<file path="src/rtl/sysarr_mac_pipe_pkg.sv">
// sys_arr_pkg: shared definitions for the systolic-array MAC processing element.
//   DEF_DW / DEF_AW       default operand and accumulator widths
//   DEF_MUL_LEN / ADD_LEN default multiply / add pipeline depths
//   LAT                   issue-to-output latency for the default depths
//   ACC_MAX / ACC_MIN     signed clamp limits for the default accumulator width
//   mac_mode_t            per-operation mode bits that travel down the pipe
package sys_arr_pkg;

  localparam int DEF_DW      = 8;
  localparam int DEF_AW      = 32;
  localparam int DEF_MUL_LEN = 2;
  localparam int DEF_ADD_LEN = 1;
  localparam int LAT         = DEF_MUL_LEN + DEF_ADD_LEN;

  localparam logic [DEF_AW-1:0] ACC_MAX = {1'b0, {(DEF_AW-1){1'b1}}};
  localparam logic [DEF_AW-1:0] ACC_MIN = {1'b1, {(DEF_AW-1){1'b0}}};

  typedef struct packed {
    logic signed_en;
    logic sat_en;
  } mac_mode_t;

endpackage

</file>
<file path="src/rtl/sysarr_mac_pipe_if.sv">
// sysarr_mac_pipe_if: operand, weight, partial-sum and status signals of one
// MAC cell.
//   slave  : the MAC cell (consumes operands, produces partial sum / status)
//   master : whatever drives the cell (neighbours, controller, testbench)
// Handshake: in_valid is a one-cycle issue strobe with no ready; out_valid is a
// one-cycle result strobe and the receiver must accept it (no back-pressure).
interface sysarr_mac_pipe_if
  import sys_arr_pkg::*;
#(
  parameter int DW = DEF_DW,
  parameter int AW = DEF_AW
);
  logic [DW-1:0] in_value;
  logic          in_valid;
  logic          shift;
  logic [DW-1:0] in_pass;
  logic [DW-1:0] weight_in;
  logic          weight_load;
  logic          weight_swap;
  logic [AW-1:0] in_accumulate;
  logic          signed_en;
  logic          sat_en;
  logic          ovf_clr;
  logic [AW-1:0] out_accumulate;
  logic          out_valid;
  logic          ovf_flag;

  modport slave (
    input  in_value, in_valid, shift, weight_in, weight_load, weight_swap,
           in_accumulate, signed_en, sat_en, ovf_clr,
    output in_pass, out_accumulate, out_valid, ovf_flag
  );

  modport master (
    output in_value, in_valid, shift, weight_in, weight_load, weight_swap,
           in_accumulate, signed_en, sat_en, ovf_clr,
    input  in_pass, out_accumulate, out_valid, ovf_flag
  );
endinterface

</file>
<file path="src/rtl/sysarr_pipe_delay.sv">
// sysarr_pipe_delay: DEPTH-stage register delay line with a valid bit.
//   clk, rst (async, active-high)
//   in_valid / in_data   : entry into the first stage
//   out_valid / out_data : last stage
// The valid bit shifts every cycle so bubbles are preserved; a stage only
// loads data when the incoming valid is set, so the last stage keeps the most
// recent valid value during bubbles.
module sysarr_pipe_delay #(
  parameter int W     = 8,
  parameter int DEPTH = 1
) (
  input  logic         clk,
  input  logic         rst,
  input  logic         in_valid,
  input  logic [W-1:0] in_data,
  output logic         out_valid,
  output logic [W-1:0] out_data
);
  logic [W-1:0] data_q [DEPTH];
  logic         vld_q  [DEPTH];

  always_ff @(posedge clk or posedge rst) begin
    if (rst) begin
      for (int i = 0; i < DEPTH; i++) begin
        vld_q[i]  <= 1'b0;
        data_q[i] <= '0;
      end
    end else begin
      vld_q[0] <= in_valid;
      if (in_valid) data_q[0] <= in_data;
      for (int i = 1; i < DEPTH; i++) begin
        vld_q[i] <= vld_q[i-1];
        if (vld_q[i-1]) data_q[i] <= data_q[i-1];
      end
    end
  end

  assign out_valid = vld_q[DEPTH-1];
  assign out_data  = data_q[DEPTH-1];
endmodule

</file>
<file path="src/rtl/sysarr_mac_pipe.sv">
// sysarr_mac_pipe: pipelined integer MAC processing element.
//   clk, RST (async, active-high)
//   bus (slave): operand pass-through, double-buffered weight, issue strobe,
//                partial sum in/out, signed/saturate mode, sticky overflow.
// Pipeline: issue register (stage 0) -> MUL_LEN product stages -> ADD_LEN sum
// stages, so a result appears MUL_LEN+ADD_LEN edges after its issuing edge.
module sysarr_mac_pipe
  import sys_arr_pkg::*;
#(
  parameter int DW      = DEF_DW,
  parameter int AW      = DEF_AW,
  parameter int MUL_LEN = DEF_MUL_LEN,
  parameter int ADD_LEN = DEF_ADD_LEN
) (
  input  logic              clk,
  input  logic              RST,
  sysarr_mac_pipe_if.slave  bus
);
  localparam int MW = 1 + AW + (AW + 1);   // {sat_en, accumulate, product}
  localparam logic [AW-1:0] SAT_MAX = {1'b0, {(AW-1){1'b1}}};
  localparam logic [AW-1:0] SAT_MIN = {1'b1, {(AW-1){1'b0}}};

  logic [DW-1:0] pass_q, shadow_w, active_w;
  logic          s0_valid;
  logic [DW-1:0] s0_value, s0_weight;
  logic [AW-1:0] s0_acc;
  mac_mode_t     s0_mode;
  logic          ovf_q;

  always_ff @(posedge clk or posedge RST) begin
    if (RST) begin
      pass_q    <= '0;
      shadow_w  <= '0;
      active_w  <= '0;
      s0_valid  <= 1'b0;
      s0_value  <= '0;
      s0_weight <= '0;
      s0_acc    <= '0;
      s0_mode   <= '0;
    end else begin
      if (bus.shift)       pass_q   <= bus.in_value;
      if (bus.weight_load) shadow_w <= bus.weight_in;
      // Non-blocking: a coincident load leaves the old shadow in active.
      if (bus.weight_swap) active_w <= shadow_w;
      s0_valid <= bus.in_valid;
      if (bus.in_valid) begin
        s0_value  <= bus.in_value;
        s0_weight <= active_w;     // pre-swap weight on the issue edge
        s0_acc    <= bus.in_accumulate;
        s0_mode   <= '{signed_en: bus.signed_en, sat_en: bus.sat_en};
      end
    end
  end

  assign bus.in_pass = pass_q;

  // Multiply: both products are formed at 2*DW bits; the mode picks one and
  // its extension to AW+1 bits.
  logic [2*DW-1:0] prod_s, prod_u;
  logic [AW:0]     prod_ext;

  always_comb begin
    prod_u = {{DW{1'b0}}, s0_value} * {{DW{1'b0}}, s0_weight};
    prod_s = $signed({{DW{s0_value[DW-1]}}, s0_value}) *
             $signed({{DW{s0_weight[DW-1]}}, s0_weight});
    if (s0_mode.signed_en) prod_ext = {{(AW+1-2*DW){prod_s[2*DW-1]}}, prod_s};
    else                   prod_ext = {{(AW+1-2*DW){1'b0}}, prod_u};
  end

  logic          m_valid;
  logic [MW-1:0] m_data;

  sysarr_pipe_delay #(.W(MW), .DEPTH(MUL_LEN)) u_mul_pipe (
    .clk       (clk),
    .rst       (RST),
    .in_valid  (s0_valid),
    .in_data   ({s0_mode.sat_en, s0_acc, prod_ext}),
    .out_valid (m_valid),
    .out_data  (m_data)
  );

  logic          m_sat;
  logic [AW-1:0] m_acc;
  logic [AW:0]   m_prod, sum;
  logic          sum_ovf;
  logic [AW-1:0] sum_res;

  always_comb begin
    m_sat   = m_data[MW-1];
    m_acc   = m_data[MW-2 -: AW];
    m_prod  = m_data[AW:0];
    sum     = m_prod + {m_acc[AW-1], m_acc};
    // Outside the signed AW range exactly when the two top bits differ.
    sum_ovf = sum[AW] ^ sum[AW-1];
    sum_res = sum[AW-1:0];
    if (sum_ovf && m_sat) sum_res = sum[AW] ? SAT_MIN : SAT_MAX;
  end

  logic          a_valid;
  logic [AW:0]   a_data;   // {overflow, result}

  sysarr_pipe_delay #(.W(AW+1), .DEPTH(ADD_LEN)) u_add_pipe (
    .clk       (clk),
    .rst       (RST),
    .in_valid  (m_valid),
    .in_data   ({sum_ovf, sum_res}),
    .out_valid (a_valid),
    .out_data  (a_data)
  );

  assign bus.out_valid      = a_valid;
  assign bus.out_accumulate = a_data[AW-1:0];

  // The flag shows an overflowing result in the same cycle it is presented;
  // ovf_q remembers it afterwards, and a new overflow beats ovf_clr.
  logic new_ovf;
  assign new_ovf = a_valid & a_data[AW];

  always_ff @(posedge clk or posedge RST) begin
    if (RST) ovf_q <= 1'b0;
    else     ovf_q <= new_ovf | (ovf_q & ~bus.ovf_clr);
  end

  assign bus.ovf_flag = ovf_q | new_ovf;
endmodule

</file>
<file path="src/flat_wrapper.sv">
// flat-port wrapper written by rule: the top's interface ports become plain ports
module sysarr_mac_pipe_flat import sys_arr_pkg::*;
#(
  parameter int DW      = DEF_DW,
  parameter int AW      = DEF_AW,
  parameter int MUL_LEN = DEF_MUL_LEN,
  parameter int ADD_LEN = DEF_ADD_LEN
)
  (clk, RST, bus_in_value, bus_in_valid, bus_shift, bus_weight_in, bus_weight_load, bus_weight_swap, bus_in_accumulate, bus_signed_en, bus_sat_en, bus_ovf_clr, bus_in_pass, bus_out_accumulate, bus_out_valid, bus_ovf_flag);
  sysarr_mac_pipe_if #(.DW(DW), .AW(AW)) bus_i ();
  input  logic clk;
  input  logic RST;
  input wire logic [$bits(bus_i.in_value)-1:0] bus_in_value;
  input wire logic [$bits(bus_i.in_valid)-1:0] bus_in_valid;
  input wire logic [$bits(bus_i.shift)-1:0] bus_shift;
  input wire logic [$bits(bus_i.weight_in)-1:0] bus_weight_in;
  input wire logic [$bits(bus_i.weight_load)-1:0] bus_weight_load;
  input wire logic [$bits(bus_i.weight_swap)-1:0] bus_weight_swap;
  input wire logic [$bits(bus_i.in_accumulate)-1:0] bus_in_accumulate;
  input wire logic [$bits(bus_i.signed_en)-1:0] bus_signed_en;
  input wire logic [$bits(bus_i.sat_en)-1:0] bus_sat_en;
  input wire logic [$bits(bus_i.ovf_clr)-1:0] bus_ovf_clr;
  output wire logic [$bits(bus_i.in_pass)-1:0] bus_in_pass;
  output wire logic [$bits(bus_i.out_accumulate)-1:0] bus_out_accumulate;
  output wire logic [$bits(bus_i.out_valid)-1:0] bus_out_valid;
  output wire logic [$bits(bus_i.ovf_flag)-1:0] bus_ovf_flag;
  assign bus_i.in_value = bus_in_value;
  assign bus_i.in_valid = bus_in_valid;
  assign bus_i.shift = bus_shift;
  assign bus_i.weight_in = bus_weight_in;
  assign bus_i.weight_load = bus_weight_load;
  assign bus_i.weight_swap = bus_weight_swap;
  assign bus_i.in_accumulate = bus_in_accumulate;
  assign bus_i.signed_en = bus_signed_en;
  assign bus_i.sat_en = bus_sat_en;
  assign bus_i.ovf_clr = bus_ovf_clr;
  assign bus_in_pass = bus_i.in_pass;
  assign bus_out_accumulate = bus_i.out_accumulate;
  assign bus_out_valid = bus_i.out_valid;
  assign bus_ovf_flag = bus_i.ovf_flag;
  sysarr_mac_pipe #(.DW(DW), .AW(AW), .MUL_LEN(MUL_LEN), .ADD_LEN(ADD_LEN)) u_core (.clk(clk), .RST(RST), .bus(bus_i));
endmodule
</file>
<file path="config.mk">
export PLATFORM = sky130hd
export DESIGN_NAME = sysarr_mac_pipe_flat
export DESIGN_NICKNAME = d
export VERILOG_FILES = /design/src/rtl/sysarr_mac_pipe_pkg.sv /design/src/rtl/sysarr_mac_pipe_if.sv /design/src/rtl/sysarr_pipe_delay.sv /design/src/rtl/sysarr_mac_pipe.sv /design/src/flat_wrapper.sv
export SDC_FILE = /design/constraint.sdc
export NUM_CORES = 1
export LEC_CHECK = 0
export ABC_AREA = 1
export CORE_MARGIN = 5
export CORE_UTILIZATION = 55
export DETAILED_ROUTE_END_ITERATION = 6
export PLACE_DENSITY = 0.78
export SYNTH_ARGS = -nofsm -noshare
export SYNTH_HDL_FRONTEND = slang
export SYNTH_SLANG_ARGS = --single-unit
</file>
<file path="constraint.sdc">
create_clock -name clk -period 7.2 [get_ports clk]
set_input_delay 1.44 -clock clk [delete_from_list [all_inputs] [get_ports clk]]
set_output_delay 1.44 -clock clk [all_outputs]
set_load 0.01 [all_outputs]
</file>
== Yosys cells after proc, flatten, opt, wreduce, memory -nomap -nowiden ==
Index checks and enable logic that the tools add are counted.
Cells by class
  add/subtract/negate cells: 1
  $mul: 2
  multiplexer cells: 3
  bitwise logic cells: 6
  reductions and logical operators: 1
Operator list (count)
  2-to-1 mux 32 bit: 2
  adder 33 bit: 1
  2-to-1 mux 33 bit: 1
  multiplier 8 x 8 -> 16 bit: 2
  bitwise AND 1 bit: 2
  OR 1 bit: 2
  logical AND 1 bit: 1
  NOT 1 bit: 1
  XOR 1 bit: 1
Word-level totals
  register bits: 244
  bits of input ports: 57
  output and inout bits: 42

== Longest topological paths before layout ==
  depth in word-level cells: 4
  mapped depth: 26

== By module ==
Synthesis repeated with hierarchy kept, for this count alone.
Unflattened totals
  cells, all modules: 2053
  area total of the unflattened synthesis: 16594.7 µm²
Modules (own cells, without submodules)
  sysarr_mac_pipe: times used 1, cells an instance 1284, area an instance 9749.4 µm², sequential area each 1901.8 µm²
  sysarr_pipe_delay at u_core.u_mul_pipe: times used 1, cells an instance 627, area an instance 5511.5 µm², sequential area each 3353.2 µm²
  sysarr_pipe_delay at u_core.u_add_pipe: times used 1, cells an instance 142, area an instance 1333.8 µm², sequential area each 850.8 µm²

== Least setup slack after synthesis ==
Ideal clock, no wire load.
  path type: register to register
  start point: reg u_core.s0_weight[7]
  end point: reg u_core.u_mul_pipe.data_q[78] in the netlist's numbering
  library setup time: 0.117 ns
  arrival time: 4.278 ns
  required time: 7.083 ns
  slack: 2.805 ns
  stages on the path, launching flop included: 22
  path buffers: 1
  period minus slack after synthesis: 4.395 ns
  cells stage by stage: dfrtp_1 -> clkbuf_1 -> clkinv_1 -> fa_1 -> fa_1 -> inv_1 -> fa_1 -> inv_1 -> fa_1 -> inv_1 -> ha_1 -> a21oi_1 -> nand2_1 -> nand2_1 -> nand2_1 -> a21oi_1 -> o21ai_0 -> xor2_1 -> nand2_1 -> nand2_1 -> nand2_1 -> nand2_1
On the way
  cells in the longest elaborated chain, start to end: 2
  elaborated cells between the ends (all ways): 3
  those cells by class: mul (2); mux (1)
Ends and longest elaborated chain
  start: declaration: line sysarr_mac_pipe.sv:25  | logic [DW-1:0] s0_value, s0_weight;
  start signal: assignment: line sysarr_mac_pipe.sv:48  | s0_weight <= active_w;
  multiplier 8 x 8 -> 16 bit, on equally long branches: line sysarr_mac_pipe.sv:63, sysarr_mac_pipe.sv:64
  2-to-1 mux 33 bit (*): line sysarr_mac_pipe.sv:66  | if (s0_mode.signed_en) prod_ext = {{(AW+1-2*DW){prod_s[2*DW-1]}}, prod_s};
  end signal: indexed assignment: line sysarr_pipe_delay.sv:33  | if (vld_q[i-1]) data_q[i] <= data_q[i-1];
  end: declaration: line sysarr_pipe_delay.sv:19  | logic [W-1:0] data_q [DEPTH];
Mark *: on every way between the ends. The rest lies on a longest branch, timed or not.
A chain may end at the register's enable or synchronous reset.

== Worst setup path after layout ==
Same ends and word-level chain as after synthesis.

==> metrics.yaml <==
critical_path:
  r2r-end: "u_core.u_mul_pipe.data_q[78]$_DFFE_PP0P_"
  path_class: "reg2reg"
  crit_end: "u_core.u_mul_pipe.data_q[78]$_DFFE_PP0P_"
  r2r_setup_slack_ns: 2.43
  critical_path_required_ns: 7.62
  critical_path.max_fanout: 10
  crit_path_start_kind: "flip-flop"
  reg2regPathDepth: 20
  slowest_stage: "fa_1"
  cp_common_cell: "nand2_1"
  worstPathArrival_ns: 5.19
  worstPathCellList: "clkinv_1 -> fa_1 -> fa_1 -> inv_1 -> fa_1 -> inv_1 -> fa_1 -> inv_1 -> ha_1 -> a21oi_1 -> nand2_1 -> nand2_1 -> nand2_1 -> a21oi_1 -> o21ai_0 -> xor2_1 -> nand2_1 -> nand2_1 -> nand2_1 -> nand2_1"
  r2r_start: "u_core.s0_weight[7]$_DFFE_PP0P_"
  slowest_delay_ns: 0.58
  endpoint_kind: "flip-flop"
  startpoint: "u_core.s0_weight[7]$_DFFE_PP0P_"
sta:
  report.final.slew_viol_count: 0
  holdWs_ns: 0.480
  setup_violations: 0
  hold_viol: 0
  tightest_slew_ns: 0.965
  finalCritPeriodShare: 0.662
  fin_crit_ns: 4.77
  rsz0062_at_grt: "no"
  tns_ns: 0
  slew_headroom: 0.355
  skew_ns: 0.0159
  fmax_ghz: 0.210
clock_network:
  ctsHoldBuffers: 0
  post_cts.repair.setup_buffers: 0
  clk_latency_ns: 0.53
  cts_max_path_buffers: 3
  cts_tree: "built"
  cts_sinks: 212
  h-tree-depth: 1
  cts_buffers: 23
  cts_resized: 0
  clk_pin_slew_ns: 0.07
  cts_root_buf: "clkbuf_16"
die:
  fp.dieH_um: 173
  die_area_um2: 29800
  initial_core_util: 0.557
  core_area_um2: 26100
  fp-row-count: 59
  die_x_um: 173
  io_pins: 99
power:
  power_leakage_uw: 0.00835
  ir_drop_v: 0.000251
  power_density_nw_per_um2: 457
routing:
  wl_per_cell_um: 16.0
  routed-via-count: 10893
  antenna_left: 0
  via_per_inst: 5.17
  drt-pass1-iter-count: 5
  drtIter0Drc: 795
  drt_wl_total_um: 33700
  drcViolationCount: 0
place:
  port_buffers: 98
  placedCellCount: 2068
  post-dp-hpwl_um: 26100
  gp_congestion: 0.923
cells_and_area:
  final_core_util: 0.625
  final_nets: 1991
  area_growth_pct: 12.0
  antenna-diode-count: 0
  drive_above_1_share: 0.0817
  stdcell_count: 2109
yosys:
  synth.net_count: 1951
  synth_cells: 1718
  netlist_area_um2: 14500
  yosysSeqAreaShare: 0.365
  synth_ff_type: "dfrtp_1"
  synth_largest_area_cell: "dfrtp_1"
  synth_top_area_frac: 0.365
  synth_edf_count: 0
  yosysWarnings: 0
  ys_types: 36
  avgSynthCellArea_um2: 8.46
  async_reset_ff_frac: 1.00
  ys_top_cells_by_area: "dfrtp_1 37%, fa_1 12%, nand2_1 9.4%"
  ys_ff_latch: 212
global_route:
  first_global_vias: 11101
  grt_usage: 0.225
  grt_max_degree: 170
  antenna_found_initial: 0
  grt_pass1_wl_um: 56400
  grt_remaining_overflow: 0
job:
  cap_violations: 0
status:
  status: "finished, final reports clean"
min_path:
  min_path_type: "reg2reg"
## cell families after synthesis
| kind of cell | Yosys count | share of synthesized area |
|---|---|---|
| and+or+nand+nor | 587 | 0.161 |
| buffers and inverters | 411 | 0.118 |
| AOI/OAI and AO/OA | 232 | 0.0883 |
| DFF | 212 | 0.365 |
| adders and majority gates | 176 | 0.196 |
| muxes | 65 | 0.0504 |
| xor gates and xnor gates | 35 | 0.0211 |
## report_power, final
part	leakage, uW	switching, uW	internal, uW
logic	0.00547	2740	1810
clock network	0.000391	500	726
registers	0.00249	197	1470
total	0.00835	3440	4000
## Yosys cell counts (2+ instances only)
library cell / count
buf_6: 6
nand3_1: 47
fa_1: 86
or2_2: 7
a21oi_1: 110
buf_1: 2
o21bai_1: 11
nor3_1: 5
nand4_1: 6
dfrtp_1: 212
nand2_1: 363
a211oi_1: 2
xor2_1: 23
a31oi_1: 11
clkbuf_1: 49
o221ai_1: 2
o21ai_0: 77
and2_1: 5
nor2_1: 143
mux2_2: 65
inv_1: 320
buf_4: 32
o2111ai_1: 2
nand2_2: 6
xnor2_1: 12
nor2_2: 2
ha_1: 90
a21oi_2: 14
## cells in the final DEF (no fill, tap or decap), drive strengths merged, types with 5 or more instances in the layout
cell             n
a21oi          124
a31oi           11
and2             5
buf              7
clkbuf          31
clkdlybuf4s50   97
clkinv           6
dfrtp          212
fa              86
ha              90
inv            322
mux2            65
nand2          369
nand3           48
nand4            6
nor2           145
nor3             5
o21ai           77
o21bai          11
or2              7
xnor2           12
xor2            23
## registers in the layout (all words and copies together) (netlist names)
name                         flops
u_core.u_add_pipe.out_data      33
u_core.s0_acc                   32
u_core.u_mul_pipe.out_data      50
u_core.u_mul_pipe.vld_q          1
u_core.u_add_pipe.out_valid      1
u_core.u_mul_pipe.out_valid      1
u_core.s0_value                  8
u_core.shadow_w                  8
u_core.active_w                  8
u_core.s0_mode                   2
u_core.s0_valid                  1
u_core.bus.in_pass               8
u_core.s0_weight                 8
u_core.ovf_q                     1
u_core.u_mul_pipe.data_q        50
## metrics by stage
step | worst slack (ns) | power [uW] | cell area [um^2]
floorplan | 2.81 | 5140 | 14500
global placement | 2.58 | 6110 | 15500
detailed placement | 2.42 | 6210 | 15500
CTS | 2.43 | 7470 | 16300
global route | 2.15 | 8250 | 16300
finish | 2.43 | 7440 | 16300
## layout make-up
| type | instances | area, um^2 |
|---|---|---|
| clock inverter | 10 | 125 |
| inverter | 322 | 1210 |
| sequential | 212 | 5310 |
| tap | 335 | 419 |
| timing repair buffer | 104 | 1030 |
| fill | 2212 | 9780 |
| multi-input combinational | 1095 | 7510 |
| clock buffer | 31 | 666 |
## worst max-delay path: cells and delay by family, from the launching register on
kind | cells | cell delay (ns)
AOI/OAI and AO/OA | 3 | 0.57
xor gates and xnor gates | 1 | 0.15
adders and majority gates | 5 | 2.46
DFF | 1 | 0.53
buffers and inverters | 4 | 0.50
and+or+nand+nor | 7 | 0.45
## routing by layer
metal | vias to the layer above | track usage | routed length, um
met2 | 276 | 0.356 | 15000
met5 | - | 0 | 0
li1 | 5381 | - | -
met3 | 54 | 0.0367 | 1680
met4 | 0 | 0.0512 | 812
met1 | 5182 | 0.330 | 16200
## worst min path at each step
stage / from / to / slack [ns] / cells after the start
final: u_core.s0_acc[22]$_DFFE_PP0P_ / u_core.u_mul_pipe.data_q[121]$_DFFE_PP0P_ / 0.48 / 2
after global routing: u_core.s0_acc[19]$_DFFE_PP0P_ / u_core.u_mul_pipe.data_q[118]$_DFFE_PP0P_ / 0.50 / 2
after CTS: u_core.s0_acc[22]$_DFFE_PP0P_ / u_core.u_mul_pipe.data_q[121]$_DFFE_PP0P_ / 0.48 / 2
after detailed placement: u_core.s0_acc[19]$_DFFE_PP0P_ / u_core.u_mul_pipe.data_q[118]$_DFFE_PP0P_ / 0.47 / 2
after global placement: u_core.s0_acc[29]$_DFFE_PP0P_ / u_core.u_mul_pipe.data_q[128]$_DFFE_PP0P_ / 0.46 / 2
after floorplan: u_core.u_mul_pipe.out_valid$_DFF_PP0_ / u_core.u_add_pipe.out_valid$_DFF_PP0_ / 0.35 / 0
(Power assumes the default switching activity.)
